**config.mk**
```make
export PLATFORM = sky130hd
export DESIGN_NAME = if_neuron_sched
export DESIGN_NICKNAME = d
export VERILOG_FILES = /design/src/rtl/if_neuron_sched.sv
export SDC_FILE = /design/constraint.sdc
export NUM_CORES = 1
export LEC_CHECK = 0
export CAP_MARGIN = 20
export CORE_ASPECT_RATIO = 1.2
export CORE_MARGIN = 2
export CORE_UTILIZATION = 41
export CTS_BUF_LIST = sky130_fd_sc_hd__clkbuf_16
export CTS_CLUSTER_DIAMETER = 80
export DETAILED_ROUTE_END_ITERATION = 8
export PLACE_DENSITY = 0.8
export SLEW_MARGIN = 20
export SYNTH_ARGS = -nofsm -noshare
export SYNTH_HDL_FRONTEND = slang
export SYNTH_SLANG_ARGS = --single-unit
```
**constraint.sdc**
```tcl
create_clock -name clk -period 2.2 [get_ports clk]
set_input_delay 0.55 -clock clk [delete_from_list [all_inputs] [get_ports clk]]
set_output_delay 0.55 -clock clk [all_outputs]
set_load 0.1 [all_outputs]
```
**src/rtl/if_neuron_sched.sv**
```systemverilog
// if_neuron_sched: time-multiplexes one IF neuron over NUM_NEURONS per timestep; IF_SCHED_SPIKE_CNT_EN adds spike_cnt.
// Latency NUM_NEURONS*(NUM_INPUTS+5)+1 cycles start->done; no backpressure, start is ignored (not queued) while busy.
module if_neuron_sched #(
  parameter int NUM_NEURONS = 20,
  parameter int NUM_INPUTS  = 20,
  parameter int NIDX_W      = 5,
  parameter int IIDX_W      = 5,
  parameter int WADDR_W     = 9
) (
  input  logic                   clk,
  input  logic                   rst_n,
  input  logic                   start,
  input  logic                   mode,
  output logic                   busy,
  output logic                   done,
  output logic                   vmem_rd_en,
  output logic [NIDX_W-1:0]      vmem_rd_addr,
  input  logic [15:0]            vmem_rd_data,
  output logic                   vmem_wr_en,
  output logic [NIDX_W-1:0]      vmem_wr_addr,
  output logic [15:0]            vmem_wr_data,
  output logic [IIDX_W-1:0]      act_addr,
  output logic [WADDR_W-1:0]     w_addr,
  output logic                   nrn_load_en,
  output logic                   nrn_input_valid,
  output logic                   nrn_output_en,
  output logic                   nrn_arithm,
  output logic [15:0]            nrn_mem_vol,
  input  logic [15:0]            nrn_out_mem_vol,
  input  logic                   nrn_spike,
  output logic [NUM_NEURONS-1:0] spike_vec
`ifdef IF_SCHED_SPIKE_CNT_EN
  ,
  output logic [NIDX_W:0]        spike_cnt
`endif
);

  localparam logic [2:0] S_IDLE  = 3'd0;
  localparam logic [2:0] S_FETCH = 3'd1;
  localparam logic [2:0] S_LOAD  = 3'd2;
  localparam logic [2:0] S_ACC   = 3'd3;
  localparam logic [2:0] S_DRAIN = 3'd4;
  localparam logic [2:0] S_FIRE  = 3'd5;
  localparam logic [2:0] S_WB    = 3'd6;
  localparam logic [2:0] S_DONE  = 3'd7;

  localparam logic [NIDX_W-1:0]  N_LAST = NIDX_W'(NUM_NEURONS - 1);
  localparam logic [IIDX_W-1:0]  J_LAST = IIDX_W'(NUM_INPUTS - 1);
  localparam logic [WADDR_W-1:0] W_STEP = WADDR_W'(NUM_INPUTS);

  logic [2:0]             state_q, state_d;
  logic [NIDX_W-1:0]      n_q, n_d;
  logic [IIDX_W-1:0]      j_q, j_d;
  logic [WADDR_W-1:0]     w_base_q, w_base_d;
  logic                   mode_q, mode_d;
  logic                   valid_q, valid_d;
  logic [NUM_NEURONS-1:0] spike_vec_q, spike_vec_d;
`ifdef IF_SCHED_SPIKE_CNT_EN
  localparam int CNT_W = NIDX_W + 1;
  logic [CNT_W-1:0]       cnt_q, cnt_d;
`endif

  always_comb begin
    state_d     = state_q;
    n_d         = n_q;
    j_d         = j_q;
    w_base_d    = w_base_q;
    mode_d      = mode_q;
    spike_vec_d = spike_vec_q;
`ifdef IF_SCHED_SPIKE_CNT_EN
    cnt_d       = cnt_q;
`endif
    // Data for the address issued in ACC arrives one cycle later, so valid trails by one.
    valid_d     = (state_q == S_ACC);

    case (state_q)
      S_IDLE: begin
        if (start) begin
          mode_d      = mode;
          spike_vec_d = '0;
          n_d         = '0;
          w_base_d    = '0;
`ifdef IF_SCHED_SPIKE_CNT_EN
          cnt_d       = '0;
`endif
          state_d     = S_FETCH;
        end
      end
      S_FETCH: state_d = S_LOAD;
      S_LOAD: begin
        j_d     = '0;
        state_d = S_ACC;
      end
      S_ACC: begin
        if (j_q == J_LAST) begin
          state_d = S_DRAIN;
        end else begin
          j_d = j_q + 1'b1;
        end
      end
      S_DRAIN: state_d = S_FIRE;
      S_FIRE:  state_d = S_WB;
      S_WB: begin
        for (int i = 0; i < NUM_NEURONS; i++) begin
          if (n_q == NIDX_W'(i)) begin
            spike_vec_d[i] = nrn_spike;
          end
        end
`ifdef IF_SCHED_SPIKE_CNT_EN
        cnt_d = cnt_q + CNT_W'(nrn_spike);
`endif
        if (n_q == N_LAST) begin
          state_d = S_DONE;
        end else begin
          n_d      = n_q + 1'b1;
          w_base_d = w_base_q + W_STEP;
          state_d  = S_FETCH;
        end
      end
      S_DONE:  state_d = S_IDLE;
      default: state_d = S_IDLE;
    endcase
  end

  always_ff @(posedge clk) begin
    if (!rst_n) begin
      state_q     <= S_IDLE;
      n_q         <= '0;
      j_q         <= '0;
      w_base_q    <= '0;
      mode_q      <= 1'b0;
      valid_q     <= 1'b0;
      spike_vec_q <= '0;
`ifdef IF_SCHED_SPIKE_CNT_EN
      cnt_q       <= '0;
`endif
    end else begin
      state_q     <= state_d;
      n_q         <= n_d;
      j_q         <= j_d;
      w_base_q    <= w_base_d;
      mode_q      <= mode_d;
      valid_q     <= valid_d;
      spike_vec_q <= spike_vec_d;
`ifdef IF_SCHED_SPIKE_CNT_EN
      cnt_q       <= cnt_d;
`endif
    end
  end

  assign busy            = (state_q != S_IDLE);
  assign done            = (state_q == S_DONE);
  assign vmem_rd_en      = (state_q == S_FETCH);
  assign vmem_rd_addr    = n_q;
  assign vmem_wr_en      = (state_q == S_WB);
  assign vmem_wr_addr    = n_q;
  assign vmem_wr_data    = nrn_out_mem_vol;
  assign act_addr        = j_q;
  assign w_addr          = w_base_q + WADDR_W'(j_q);
  assign nrn_load_en     = (state_q == S_LOAD);
  assign nrn_input_valid = valid_q;
  assign nrn_output_en   = (state_q == S_FIRE);
  assign nrn_arithm      = mode_q;
  assign nrn_mem_vol     = vmem_rd_data;
  assign spike_vec       = spike_vec_q;
`ifdef IF_SCHED_SPIKE_CNT_EN
  assign spike_cnt       = cnt_q;
`endif

endmodule

```
==> qor.yml <==
logic_synthesis:
  synth_top_family_by_area: "compound AO/OA/AOI/OAI gates"
  synth-adder-area-share: 0.0492
  synth_edf_count: 0
  yosys_most_used_dff: "dfxtp_1"
  synth-simple-area-share: 0.190
  syn_nets: 358
  synth-async-reset-ratio: 0
  yosysMostFrequentCell: "a21oi_1"
  synth_largest_area_cell: "dfxtp_1"
  synth.ff_latch_count: 42
  netlist_instances: 311
  synth_xor_area_frac: 0.0310
  avgSynthCellArea_um2: 8.17
  ys_types: 53
  ys.warnings.count: 0
  yosysSeqAreaShare: 0.331
  synth_top_area_share: 0.331
  synth_mux_area_frac: 0.0162
  synth.area.top_cells: "dfxtp_1 33%, buf_4 12%, a21oi_1 9.1%"
  netlist_area_um2: 2540
  synth_commonest_cells: "46 x a21oi_1, 42 x dfxtp_1, 41 x buf_4"
  synth-compound-area-share: 0.217
cts:
  cts.sinks: 42
  clk_latency_ps: 290
  hold_buffers: 0
  h-tree-depth: 2
  cts_tree: "done"
  root_buffer: "clkbuf_16"
  clkSlewWorstSetupHoldPaths_ps: 60
  cts_buffers: 5
  cts_buffer_depth: 2
pwr:
  pwr-share-clk: 0.393
  p_sw_w: 0.000557
  p_int_w: 0.00130
  leakage_nw: 1.45
  seqPwrFrac: 0.429
  powerDensity_nw_per_um2: 546
  switching_share: 0.301
  peakVddDrop_uv: 313
  power_frac_comb: 0.178
cells_and_area:
  drive_above_1_share: 0.325
  antenna_cells: 0
  nets: 384
  final-seq-area_um2: 856
  post-route-util: 0.564
  fin_area_um2: 3390
  area_growth_pct: 33.5
  multi_input_comb_area_um2: 1450
  nFillCells: 515
grt:
  grt_util_met1: 0.223
  grtUsageTotal: 0.177
  grt.met3_usage: 0.0437
  grt_pass1_wl_um: 9740
  grt_overflow: 0
  grt_pass1_vias: 2125
  grtUsageMet2: 0.283
  antenna_found_initial: 0
  grt-busiest-layer: "met2"
  grt_max_degree: 22
floorplan:
  die_w_um: 75.9
  row_count: 31
  core_area_um2: 6010
  initial_core_util: 0.423
  die-area_um2: 6850
  boundaryPins: 121
  die_h_um: 90.2
placed_design:
  dp_hpwl_um: 4190
  gp_congestion: 0.798
  port_buffers: 56
  placed_area_um2: 3200
routing:
  avgRoutedWirePerCell_um: 14.2
  first_pass_iters: 4
  vias_per_cell: 5.32
  final_antenna_net_count: 0
  vias: 2235
  drc: 0
  drt_iter0_markers: 149
  wirelength_um: 5960
timing:
  post-route-period-util: 1.07
  period_minus_slack_ps: 2350
  skew_ps: 6.25
  slew_headroom: 0.658
  rsz0062_at_grt: "yes"
  final-setup-viol-count: 4
  hold_viol: 0
  setup_slack_ps: -149
  max_freq_ghz: 0.426
  slew_viol_final: 0
  worstMarginPinSlew_ps: 499
worst_setup_path:
  start_kind: "flop"
  critPathCaptureType: "output port"
  critPathArrivalTime_ps: 1800
  cp.required_ps: 1650
  reg2reg_slack_ps: 420
  worst-setup-path-type: "reg2out"
  path_max_fanout: 4
worst_hold_path:
  hold_class: "reg2reg"
flow_run:
  drv_cap: 0
run_status:
  outcome: "complete, but fails checks"
  violations: "negative setup slack"
-- worst paths after layout --
| path | cells after the start | endpoint | startpoint |
|---|---|---|---|
| worst max register to register | 6 | w_base_q[6] | vmem_rd_addr[0] |
| worst max-delay path | 6 | w_addr[6] | w_base_q[3] |
| worst min-delay path | 2 | spike_vec[4] | spike_vec[4] |
| worst min register to register | 2 | spike_vec[4] | spike_vec[4] |
-- power groups by stage --
stage	Combinational [W]	Sequential (W)	Clock, W
4_1_cts	0.000329	0.000794	0.000738
6_report	0.000331	0.000795	0.000729
3_3_place_gp	0.000325	0.000810	0
3_5_place_dp	0.000328	0.000811	0
5_1_grt	0.000351	0.000796	0.000767
2_1_floorplan	0.000504	0.000821	0
-- final cells by class --
class | instances | share of cell area
clock buffers | 5 | 0.0369
clock inverters | 3 | 0.00553
inverters | 6 | 0.00664
multi-input cells | 206 | 0.427
flip-flops and latches | 42 | 0.252
well taps | 82 | 0.0302
repair buffers | 76 | 0.241
-- worst max-delay path: stages (launching register included) --
cell	delay, ps
dfxtp_2	330
ha_4	240
a21o_4	220
a21oi_4	210
nand2b_4	200
xnor2_4	120
buf_12	190
-- cells by family after synthesis --
kind of cell / count (synthesis)
buf+inv: 63
simple gates: 87
compound gates: 96
fa+ha+maj: 10
mux: 4
flops: 42
xor+xnor: 9
-- stage by stage --
step	hold slack [ps]	worst slack (ps)	total power, W	TNS [ps]	std cells
floorplan	495	-364	0.00133	-1380	311
global placement	462	68.2	0.00114	0	409
detailed placement	469	26.7	0.00114	0	409
CTS	479	-188	0.00186	-619	419
global route	497	-200	0.00191	-671	420
finish	473	-149	0.00185	-455	420
-- cell usage in the layout (no fill, tap or decap), types with 5 or more instances in the layout --
master	synthesis	routed
nand2_1	23	23
nor2_1	20	18
ha_1	10	7
buf_4	41	53
o21ai_0	27	27
clkbuf_16	0	5
dfxtp_1	42	36
a21oi_1	46	45
nor2b_1	7	7
buf_12	0	19
and2_1	7	7
-- state kept, by name, indices dropped and copies added (netlist names) --
register         cells
spike_vec           20
w_base_q             7
act_addr             5
vmem_rd_addr         5
state_q              3
nrn_arithm           1
nrn_input_valid      1
-- metal layers --
metal | share of wire | vias up
met5 | 0 | -
met4 | 0.011 | 0
met3 | 0.061 | 8
met2 | 0.50 | 84
met1 | 0.43 | 1052
li1 | - | 1091
-- timing repair --
action	CTS	global route
gates resized for setup	4	1
gates cloned	0	0
pin swaps	5	4
buffers inserted	2	1
endpoints found under the setup margin	4	4
No activity file was read; power rests on OpenSTA's default activity.
